$ cat src/rtl/de_scan_driver14.sv
// Scans the enabled bits of a 4-bit word onto a 1:4 demultiplexer, holding each
// enabled channel for a programmable dwell, then pulses done.
module de_scan_driver14 #(
    parameter int unsigned DWELL_W = 4
) (
    input  logic               iClk,
    input  logic               iRst,
    input  logic               iValid,
    output logic               oReady,
    input  logic [3:0]         iData,
    input  logic [3:0]         iMask,
    input  logic [DWELL_W-1:0] iDwell,
    output logic               oC,
    output logic               oS1,
    output logic               oS0,
    output logic               oBusy,
    output logic               oDone
);

    localparam logic [1:0] IDLE = 2'd0;
    localparam logic [1:0] SCAN = 2'd1;
    localparam logic [1:0] DONE = 2'd2;

    logic [1:0]         state, state_nxt;
    logic [3:0]         data_q, data_nxt;
    logic [3:0]         mask_q, mask_nxt;
    logic [DWELL_W-1:0] dwell_q, dwell_nxt;
    logic [DWELL_W-1:0] cnt, cnt_nxt;
    logic [1:0]         ptr, ptr_nxt;
    logic [2:0]         first_en, next_en;
    logic               ready_nxt, busy_nxt, done_nxt, c_nxt;
    logic [1:0]         sel_nxt;

    // Lowest enabled channel index at or above start; MSB flags a hit.
    function automatic logic [2:0] find_en(input logic [3:0] mask, input logic [2:0] start);
        logic [2:0] res;
        res = 3'd0;
        for (int i = 3; i >= 0; i--) begin
            if (mask[i] && (3'(i) >= start)) res = {1'b1, 2'(i)};
        end
        return res;
    endfunction

    always_comb begin
        state_nxt = state;
        data_nxt  = data_q;
        mask_nxt  = mask_q;
        dwell_nxt = dwell_q;
        cnt_nxt   = cnt;
        ptr_nxt   = ptr;
        first_en  = find_en(iMask, 3'd0);
        next_en   = find_en(mask_q, 3'(ptr) + 3'd1);

        case (state)
            IDLE: begin
                if (iValid) begin
                    data_nxt  = iData;
                    mask_nxt  = iMask;
                    dwell_nxt = (iDwell == '0) ? DWELL_W'(1) : iDwell;
                    if (iMask == 4'd0) begin
                        state_nxt = DONE;
                    end else begin
                        state_nxt = SCAN;
                        ptr_nxt   = first_en[1:0];
                        cnt_nxt   = dwell_nxt - DWELL_W'(1);
                    end
                end
            end
            SCAN: begin
                if (cnt != '0) begin
                    cnt_nxt = cnt - DWELL_W'(1);
                end else if (next_en[2]) begin
                    ptr_nxt = next_en[1:0];
                    cnt_nxt = dwell_q - DWELL_W'(1);
                end else begin
                    state_nxt = DONE;
                    ptr_nxt   = 2'd0;
                    cnt_nxt   = '0;
                end
            end
            DONE:    state_nxt = IDLE;
            default: state_nxt = IDLE;
        endcase

        // Outputs decode the upcoming state so they register alongside it.
        ready_nxt = (state_nxt == IDLE);
        busy_nxt  = (state_nxt == SCAN);
        done_nxt  = (state_nxt == DONE);
        sel_nxt   = busy_nxt ? ptr_nxt : 2'd0;
        c_nxt     = busy_nxt & data_nxt[ptr_nxt];
    end

    always_ff @(posedge iClk) begin
        if (iRst) begin
            state   <= IDLE;
            data_q  <= 4'd0;
            mask_q  <= 4'd0;
            dwell_q <= '0;
            cnt     <= '0;
            ptr     <= 2'd0;
            oReady  <= 1'b1;
            oBusy   <= 1'b0;
            oDone   <= 1'b0;
            oC      <= 1'b0;
            oS1     <= 1'b0;
            oS0     <= 1'b0;
        end else begin
            state   <= state_nxt;
            data_q  <= data_nxt;
            mask_q  <= mask_nxt;
            dwell_q <= dwell_nxt;
            cnt     <= cnt_nxt;
            ptr     <= ptr_nxt;
            oReady  <= ready_nxt;
            oBusy   <= busy_nxt;
            oDone   <= done_nxt;
            oC      <= c_nxt;
            oS1     <= sel_nxt[1];
            oS0     <= sel_nxt[0];
        end
    end

endmodule

$ cat config.mk
export PLATFORM = sky130hd
export DESIGN_NAME = de_scan_driver14
export DESIGN_NICKNAME = d
export VERILOG_FILES = /design/src/rtl/de_scan_driver14.sv
export SDC_FILE = /design/constraint.sdc
export NUM_CORES = 1
export LEC_CHECK = 0
export ABC_AREA = 1
export BUFFER_PORTS_ARGS = -buffer_cell sky130_fd_sc_hd__buf_2
export CAP_MARGIN = 20
export CORE_MARGIN = 5
export CORE_UTILIZATION = 54
export DETAILED_ROUTE_END_ITERATION = 10
export PLACE_DENSITY = 0.81
export SLEW_MARGIN = 20
export SYNTH_ARGS = -nofsm -noshare
export SYNTH_HDL_FRONTEND = slang
export SYNTH_SLANG_ARGS = --single-unit
$ cat constraint.sdc
create_clock -name iClk -period 1.8 [get_ports iClk]
set_input_delay 0.18 -clock iClk [delete_from_list [all_inputs] [get_ports iClk]]
set_output_delay 0.18 -clock iClk [all_outputs]
set_load 0.1 [all_outputs]
==> flow_summary.json, run 1 <==
{
  "setup_viol": 0,
  "power_density_nw_per_um2": 1040,
  "dr.pass1.iters": 4,
  "drc": 0,
  "grt_pass1_vias": 1150,
  "hold_buffers": 0,
  "timing.fmax_mhz": 687,
  "avgSynthCellArea_um2": 7.31,
  "synth_common_cells": "30 x nand2_1, 25 x dfxtp_1, 21 x nor2_1",
  "clockBufferDepth": 2,
  "synthXorXnorAreaFrac_pct": 2.03,
  "io_pins": 21,
  "fin_skew_ps": 2.04,
  "htree_levels": 1,
  "die_x_um": 58.9,
  "internal-power_mw": 0.876,
  "seq_power_share_pct": 43.6,
  "synthMuxAreaShare_pct": 3.09,
  "wl_per_cell_um": 12.3,
  "cts_root_buf": "clkbuf_4",
  "path_class": "flop to flop",
  "nNetsFinal": 218,
  "cts_tree": "built",
  "synth-compound-area-share_pct": 14.6,
  "r2r_start": "cnt[0]",
  "antenna_found_initial": 0,
  "portBuffers": 20,
  "grt_usage_pct": 17.4,
  "core_um2": 2250,
  "worstMarginPinSlew_ps": 488,
  "synth.top_cell.area_share_pct": 38.7,
  "slew_violations": 0,
  "synth_most_common_cell": "nand2_1",
  "ir_drop_v": 0.000682,
  "p_sw_mw": 0.628,
  "endpoint_kind": "flop",
  "hold_viol_final": 0,
  "whs_ps": 107,
  "synth-edff-count": 0,
  "reg2reg_depth": 11,
  "grt_pass1_wl_um": 4720,
  "hp-start": "iData[1]",
  "drtAntennaViolNets": 0,
  "min_path_cells": 3,
  "relSlewSlack_pct": 67.7,
  "dp.cells": 222,
  "start_util_pct": 57.4,
  "period_minus_slack_ps": 1460,
  "instances_no_fill": 226,
  "reg2reg_to": "oC",
  "synthFlopType": "dfxtp_1",
  "yosys.area_share.simple_pct": 29.0,
  "p_sw_share_pct": 41.8,
  "setup_tns_ps": 0,
  "maxCapViolations": 0,
  "crit_arrival_ps": 1690,
  "async_flop_share_pct": 0,
  "cts_resized": 0,
  "routed_wl_um": 2790,
  "p_comb_share_pct": 39.0,
  "p_leak_nw": 0.715,
  "synth_cell_types": 28,
  "critPathRequiredTime_ps": 2040,
  "cts_sinks": 25,
  "clockPowerShare_pct": 17.4,
  "regArea_um2": 500,
  "synthToLayoutAreaGrowth_pct": 11.4,
  "hold_class": "primary input to flop",
  "syn_nets": 196,
  "hpwl_um": 2200,
  "ys_top_cells_by_area": "dfxtp_1 39%, nand2_1 8.7%, a21oi_1 7.4%, nand3_1 6.6%, nor2_1 6.1%",
  "synth.largest_area_cell": "dfxtp_1",
  "synth-seq-cells": 25,
  "fin_crit_sh_pct": 80.8,
  "place_congestion": 0.868,
  "multi_input_area_um2": 681,
  "drtIter0Drc": 28,
  "cts_buffers": 3,
  "r2r_setup_slack_ps": 340,
  "rsz0062_at_grt": "false",
  "synth_top_family_by_area": "simple AND/OR/NAND/NOR gates",
  "drive_gt1_share_pct": 19.7,
  "clk_latency_ps": 320,
  "ys_warn_count": 0,
  "diodes": 0,
  "clk_pin_slew_worst_paths_ps": 140,
  "cts_post_setup_buffers_inserted": 0,
  "cp-start-kind": "flop",
  "die_area_um2": 3470,
  "cp_max_fo": 8,
  "vias": 1198,
  "holdPathEnd": "data_q[1]",
  "viasPerCell": 5.30,
  "grt_max_degree": 16,
  "seq_area_frac_synth_pct": 38.7,
  "die_h_um": 58.9,
  "syn_area_um2": 1290,
  "rows": 17,
  "status": "completed",
  "grt_overflow_total": 0,
  "yosys.area_share.adder_pct": 3.87,
  "fillers": 220,
  "syn_inst": 177
}
==> final cells by class <==
class | count | area share (%)
multi-input combinational | 126 | 47.2
tap | 28 | 2.43
clock inverter | 1 | 0.521
inverter | 22 | 6.08
clock buffer | 3 | 1.56
sequential | 25 | 34.7
timing repair buffer | 21 | 7.47
==> sequential cells by signal (all words and copies together), names as in the netlist <==
name / count
dwell_q: 4
state: 2
mask_q: 3
oS1: 1
cnt: 4
oS0: 1
oC: 1
data_q: 4
ptr: 2
oBusy: 1
oReady: 1
oDone: 1
==> through the flow <==
stage	util (%)	area (µm²)	setup slack, ps	power (mW)
4_1_cts	63.9	1440	350	1.51
5_1_grt	63.9	1440	202	1.61
3_5_place_dp	62.6	1410	369	1.25
2_1_floorplan	-	1290	519	1.14
6_report	63.9	1440	345	1.50
3_3_place_gp	62.6	1410	442	1.23
==> worst max path at each step <==
stage	start	to	slack (ps)	depth (start not counted)
4_1_cts	cnt[0]	oC	350	11
3_3_place_gp	cnt[0]	oReady	440	7
6_report	cnt[0]	oC	340	11
5_1_grt	cnt[0]	oC	200	11
3_5_place_dp	cnt[0]	oC	370	11
2_1_floorplan	cnt[0]	oC	520	11
==> cell families (layout without fill, tap and decap cells) <==
family / count (synthesis) / after routing
AO/OA/AOI/OAI: 36 / 36
AND/OR/NAND/NOR: 79 / 79
multiplexers: 4 / 4
XOR/XNOR: 3 / 3
adder cells (fa/ha/maj): 4 / 4
flip-flops: 25 / 25
buffers and inverters: 26 / 47
==> worst max-delay path, cell delays in order, from the launching register on <==
cell	delay, ps
dfxtp_1	330
inv_1	110
ha_1	210
nand2_4	90
clkinv_4	90
nand3_2	70
nand2_1	70
nand3_2	100
nand2_2	110
nand2_1	60
nand3_1	70
nand2_1	60
==> power groups by stage <==
stage	registers (mW)	logic (mW)	clock network, mW
floorplan	0.788	0.348	0
CTS	0.655	0.583	0.271
global route	0.664	0.651	0.291
detailed placement	0.667	0.580	0
global placement	0.666	0.566	0
finish	0.656	0.587	0.262
==> placed cells by master (no fill, tap or decap), types with 2 or more instances in the layout <==
cell type and count:
mux2i_1 4, inv_2 3, clkbuf_4 3, dfxtp_1 25, buf_2 20, nand2_1 30, inv_1 18, o21ai_0 12
nand3_2 4, nand3_1 17, xor2_1 2, nor2_1 21, nand2_2 2, a21oi_1 19, ha_1 4
==> metal layers <==
metal	GRT usage, %	vias up	wire length, µm
met5	0	-	0
met4	7.77	0	74
met3	1.97	9	122
met2	30.0	34	1350
met1	21.6	533	1250
li1	-	622	-
No activity file was read; power rests on OpenSTA's default activity.
==> run 2: changes to the inputs <==
--- a/config.mk
+++ b/config.mk
@@ -5,13 +5,13 @@
 export SDC_FILE = /design/constraint.sdc
 export NUM_CORES = 1
 export LEC_CHECK = 0
-export ABC_AREA = 1
+export ABC_AREA = 0
 export BUFFER_PORTS_ARGS = -buffer_cell sky130_fd_sc_hd__buf_2
 export CAP_MARGIN = 20
 export CORE_MARGIN = 5
-export CORE_UTILIZATION = 54
+export CORE_UTILIZATION = 49
 export DETAILED_ROUTE_END_ITERATION = 10
-export PLACE_DENSITY = 0.81
+export PLACE_DENSITY = 0.78
 export SLEW_MARGIN = 20
 export SYNTH_ARGS = -nofsm -noshare
 export SYNTH_HDL_FRONTEND = slang
==> constraint.sdc (replaced) <==
create_clock -name iClk -period 1.3 [get_ports iClk]
set_input_delay 0.13 -clock iClk [delete_from_list [all_inputs] [get_ports iClk]]
set_output_delay 0.13 -clock iClk [all_outputs]
set_load 0.1 [all_outputs]
==> flow_summary.json, run 2 <==
{
  "cp_slowest_cell": "dfxtp_2",
  "cts_buffers": 3,
  "hpwl_um": 2580,
  "violations": "negative setup slack",
  "maxCapViolations": 0,
  "setup_tns_ps": -4830,
  "worstMarginPinSlew_ps": 490,
  "slew_violations": 0,
  "endpoint_kind": "flop",
  "async_flop_share_pct": 0,
  "reg2reg_to": "oC",
  "hold_class": "primary input to flop",
  "drc": 0,
  "path_depth": 8,
  "clockBufferDepth": 2,
  "final_util_pct": 73.4,
  "layout_commonest_cell": "buf_4",
  "timing.fmax_mhz": 553,
  "io_pins": 21,
  "grt_pass1_vias": 1313,
  "synth.top_cell.area_share_pct": 38.8,
  "seq_area_frac_synth_pct": 38.8,
  "avgSynthCellArea_um2": 7.91,
  "synth_most_common_cell": "nand2_1",
  "antenna_found_initial": 0,
  "reg_top3": "cnt x4, data_q x4, dwell_q x4",
  "nNetsFinal": 244,
  "r2r_start": "cnt[1]",
  "grt_overflow_total": 0,
  "synth_cell_types": 43,
  "path_buf_inv": 1,
  "worst_slack_ps": -508,
  "synth-seq-cells": 25,
  "min_path_cells": 3,
  "status": "finished, violations left",
  "pre_cts_ws_ps": -498,
  "cp_top_family": "compound AO/OA/AOI/OAI gates",
  "cp-start-kind": "flop",
  "cts_tree": "built",
  "p_leak_nw": 0.835,
  "crit_arrival_ps": 2060,
  "hold_buffers": 0,
  "relSlewSlack_pct": 67.6,
  "path_cells": "inv_2 > ha_4 > nor3b_4 > o21ai_2 > o21a_1 > o21a_2 > or3b_1 > o22ai_2",
  "synth-edff-count": 0,
  "vias": 1363,
  "rows": 18,
  "portBuffers": 20,
  "grt_max_degree": 23,
  "fin_skew_ps": 9.17,
  "drive_gt1_share_pct": 40.6,
  "grt_pass1_wl_um": 5750,
  "die_area_um2": 3760,
  "die_h_um": 61.3,
  "power_density_nw_per_um2": 1300,
  "diodes": 0,
  "cts_root_buf": "clkbuf_4",
  "clk_pin_slew_worst_paths_ps": 150,
  "syn_nets": 182,
  "ys_warn_count": 0,
  "htree_levels": 1,
  "hold_viol_final": 0,
  "ys_top_cells_by_area": "dfxtp_1 39%, a21oi_1 7.8%, nand2_1 7.6%, nor2_1 5.8%, ha_1 3.9%",
  "period_minus_slack_ps": 1810,
  "dr.pass1.iters": 4,
  "core_um2": 2500,
  "r2r_setup_slack_ps": -510,
  "clk_latency_ps": 320,
  "grt_usage_pct": 20.3,
  "cpPeakStageDelay_ps": 360,
  "path_class": "flop to flop",
  "critPathRequiredTime_ps": 1550,
  "rsz0062_at_grt": "true",
  "placed_area_um2": 1680,
  "synthFlopType": "dfxtp_1",
  "drtAntennaViolNets": 0,
  "hp-start": "iData[1]",
  "fin_crit_sh_pct": 139,
  "place_congestion": 0.886,
  "cp_max_fo": 3,
  "routed_wl_um": 3590,
  "synth_common_cells": "26 x nand2_1, 25 x dfxtp_1, 20 x a21oi_1, 20 x nor2_1, 9 x inv_1",
  "syn_area_um2": 1290,
  "synthToLayoutAreaGrowth_pct": 42.3,
  "drtIter0Drc": 46,
  "stdcell_area_um2": 1830,
  "syn_inst": 163,
  "cts_sinks": 25,
  "die_x_um": 61.3,
  "setup_viol": 13,
  "synth.largest_area_cell": "dfxtp_1",
  "holdPathEnd": "data_q[1]",
  "mostFrequentLayoutCells": "41 x buf_4, 26 x nand2_1, 21 x dfxtp_1",
  "start_util_pct": 51.6,
  "viasPerCell": 5.37,
  "ir_drop_v": 0.000941,
  "wl_per_cell_um": 14.1,
  "reg2reg_depth": 8
}
[run 2: power by group]
group	total, mW	switching (mW)	internal, mW
clock network	0.355	0.240	0.115
logic	1.11	0.611	0.497
registers	0.919	0.0631	0.855
[run 2: final cells by class]
type	instances	area, µm²
Inverter	9	33.8
Clock buffer	3	22.5
Fill cell	193	666
Tap cell	30	37.5
Multi-Input combinational cell	123	800
Clock inverter	1	5.00
Timing Repair Buffer	63	430
Sequential cell	25	505
[run 2: how the worst max path moves through the flow]
stage / from / end / slack [ps]
2_1_floorplan: cnt[1] / oC / -520
3_3_place_gp: cnt[1] / oC / -450
3_5_place_dp: cnt[1] / oC / -500
4_1_cts: cnt[1] / oC / -500
5_1_grt: cnt[1] / oC / -600
6_report: cnt[1] / oC / -510
[run 2: repair_timing]
item | 4_1_cts | 5_1_grt
setup endpoints to repair | 16 | 19
setup buffers | 7 | 3
pin swaps | 6 | 4
gates resized for setup | 11 | 4
[run 2: worst reg2reg max path: cells and delay by family (launching register included)]
kind | cells | cell delay (ps)
AND/OR/NAND/NOR | 2 | 570
AO/OA/AOI/OAI | 4 | 600
flip-flops | 1 | 360
adder cells (fa/ha/maj) | 1 | 140
buffers and inverters | 1 | 70
[run 2: routing by layer]
layer / vias up / GRT usage, % / wire length (µm)
met3: 2 / 3.14 / 209
met1: 633 / 26.9 / 1560
li1: 686 / - / -
met4: 0 / 5.57 / 22
met5: - / 0 / 0
met2: 42 / 34.3 / 1790
[run 2: metrics by stage]
step	hold slack, ps	total power [mW]	std cells
6_report	61.0	2.38	254
5_1_grt	58.2	2.52	254
4_1_cts	59.1	2.33	252
3_5_place_dp	403	1.87	242
3_3_place_gp	391	1.84	242
2_1_floorplan	209	1.53	163
[run 2: kinds of logic (layout without fill, tap and decap cells)]
kind of cell	count (synthesis)	count (layout)	share of synthesized area [%]
mux	2	2	1.55
xor+xnor	3	3	2.04
simple gates	67	67	25.1
fa+ha+maj	4	4	3.88
compound gates	47	47	23.5
flops	25	25	38.8
buf+inv	15	76	5.05
==> run 3: changes to the inputs <==
--- a/config.mk
+++ b/config.mk
@@ -9,10 +9,11 @@
 export BUFFER_PORTS_ARGS = -buffer_cell sky130_fd_sc_hd__buf_2
 export CAP_MARGIN = 20
 export CORE_MARGIN = 5
-export CORE_UTILIZATION = 49
+export CORE_UTILIZATION = 54
 export DETAILED_ROUTE_END_ITERATION = 10
-export PLACE_DENSITY = 0.78
+export PLACE_DENSITY = 0.81
 export SLEW_MARGIN = 20
 export SYNTH_ARGS = -nofsm -noshare
 export SYNTH_HDL_FRONTEND = slang
 export SYNTH_SLANG_ARGS = --single-unit
+export TNS_END_PERCENT = 50
==> constraint.sdc (replaced) <==
create_clock -name iClk -period 1.7 [get_ports iClk]
set_input_delay 0.17 -clock iClk [delete_from_list [all_inputs] [get_ports iClk]]
set_output_delay 0.17 -clock iClk [all_outputs]
set_load 0.1 [all_outputs]
==> flow_summary.json, run 3 (synthesis results as in run 2) <==
{
  "critPathRequiredTime_ps": 1960,
  "drive_gt1_share_pct": 29.5,
  "rows": 17,
  "cp_top_family": "compound AO/OA/AOI/OAI gates",
  "slew_violations": 0,
  "die_area_um2": 3460,
  "endpoint_kind": "flop",
  "grt_max_degree": 24,
  "clk_latency_ps": 320,
  "worst_slack_ps": -194,
  "synthToLayoutAreaGrowth_pct": 25.0,
  "hold_viol_final": 0,
  "die_x_um": 58.9,
  "path_class": "flop to flop",
  "core_um2": 2250,
  "holdPathEnd": "oReady",
  "portBuffers": 20,
  "grt_pass1_wl_um": 5230,
  "grt_pass1_vias": 1168,
  "nNetsFinal": 220,
  "stdcell_area_um2": 1610,
  "r2r_setup_slack_ps": -190,
  "hp-start": "iValid",
  "ir_drop_v": 0.000839,
  "hold_class": "primary input to flop",
  "placed_area_um2": 1530,
  "fin_crit_sh_pct": 111,
  "htree_levels": 1,
  "period_minus_slack_ps": 1890,
  "power_density_nw_per_um2": 1070,
  "diodes": 0,
  "cts_root_buf": "clkbuf_4",
  "layout_commonest_cell": "nand2_1",
  "cts_buffers": 3,
  "reg_top3": "cnt x4, data_q x4, dwell_q x4",
  "fin_skew_ps": 3.70,
  "antenna_found_initial": 0,
  "start_util_pct": 57.2,
  "path_buf_inv": 1,
  "cp_slowest_cell": "or3b_4",
  "instances_no_fill": 228,
  "crit_arrival_ps": 2150,
  "clockBufferDepth": 2,
  "maxCapViolations": 0,
  "drc": 0,
  "grt_overflow_total": 0,
  "io_pins": 21,
  "drtIter0Drc": 52,
  "dp.cells": 221,
  "min_path_cells": 2,
  "cp_max_fo": 3,
  "routed_wl_um": 3400,
  "setup_viol": 5,
  "reg2reg_depth": 8,
  "path_cells": "inv_2 > ha_4 > nor3b_4 > o21ai_2 > o21a_1 > o21a_2 > or3b_4 > o22ai_2",
  "timing.fmax_mhz": 528,
  "vias": 1309,
  "cts_sinks": 25,
  "hpwl_um": 2430,
  "mostFrequentLayoutCells": "26 x nand2_1, 23 x dfxtp_1, 20 x buf_2",
  "cp-start-kind": "flop",
  "dr.pass1.iters": 4,
  "status": "finished, violations left",
  "cpPeakStageDelay_ps": 400,
  "cts_tree": "built",
  "violations": "negative setup slack",
  "r2r_start": "cnt[0]",
  "viasPerCell": 5.74,
  "wl_per_cell_um": 14.9,
  "reg2reg_to": "oC",
  "setup_tns_ps": -381,
  "rsz0062_at_grt": "true",
  "p_leak_nw": 0.709,
  "place_congestion": 0.886,
  "worstMarginPinSlew_ps": 487,
  "clk_pin_slew_worst_paths_ps": 140,
  "die_h_um": 58.9,
  "drtAntennaViolNets": 0,
  "relSlewSlack_pct": 67.8,
  "grt_usage_pct": 19.6
}
[run 3: timing repair]
action	in CTS	in global routing
buffers inserted	0	3
gates cloned	0	0
resized for setup	2	7
hold buffers	0	0
endpoints found under the setup margin	3	6
pin swaps	2	6
endpoints found under the hold margin	0	0
[run 3: worst max-delay path by stage]
| stage | from | end | slack, ps | depth (start not counted) |
|---|---|---|---|---|
| 2_1_floorplan | cnt[1] | oC | -120 | 8 |
| 3_3_place_gp | cnt[1] | oC | -40 | 8 |
| 3_5_place_dp | cnt[1] | oC | -120 | 8 |
| 4_1_cts | cnt[1] | oC | -140 | 8 |
| 5_1_grt | cnt[0] | oC | -240 | 8 |
| 6_report | cnt[0] | oC | -190 | 8 |
[run 3: through the flow]
step	hold WS (ps)	utilization [%]	total power [mW]	worst slack [ps]
after CTS	87.0	69.2	1.65	-141
after detailed placement	442	67.8	1.38	-122
after global routing	76.1	71.4	1.81	-239
after global placement	422	67.8	1.35	-36.2
final	92.5	71.4	1.72	-194
after floorplan	249	-	1.17	-118
[run 3: worst reg2reg max path, delay by kind of cell (launching register included)]
family / cells / cell delay, ps
buf+inv: 1 / 80
simple gates: 2 / 600
compound gates: 4 / 650
flops: 1 / 350
fa+ha+maj: 1 / 140
[run 3: routing by layer]
| layer | up-vias | global-route usage [%] | part of all wire [%] |
|---|---|---|---|
| met1 | 613 | 25.0 | 43 |
| met5 | - | 0 | 0 |
| met2 | 49 | 33.1 | 49 |
| met3 | 9 | 3.51 | 6.3 |
| li1 | 638 | - | - |
| met4 | 0 | 6.47 | 1.9 |
[run 3: area by class of cell]
type	instances	area (µm²)
clock buffer	4	26.3
fill	201	644
inverter	9	33.8
multi-input combinational	123	766
sequential	25	503
tap	28	35.0
timing repair buffer	39	246
[run 3: power by group]
part           internal, mW  switching [mW]  total [mW]
registers             0.653          0.0578       0.711
clock network        0.0920           0.182       0.274
logic                 0.308           0.428       0.736
total                  1.05           0.668        1.72
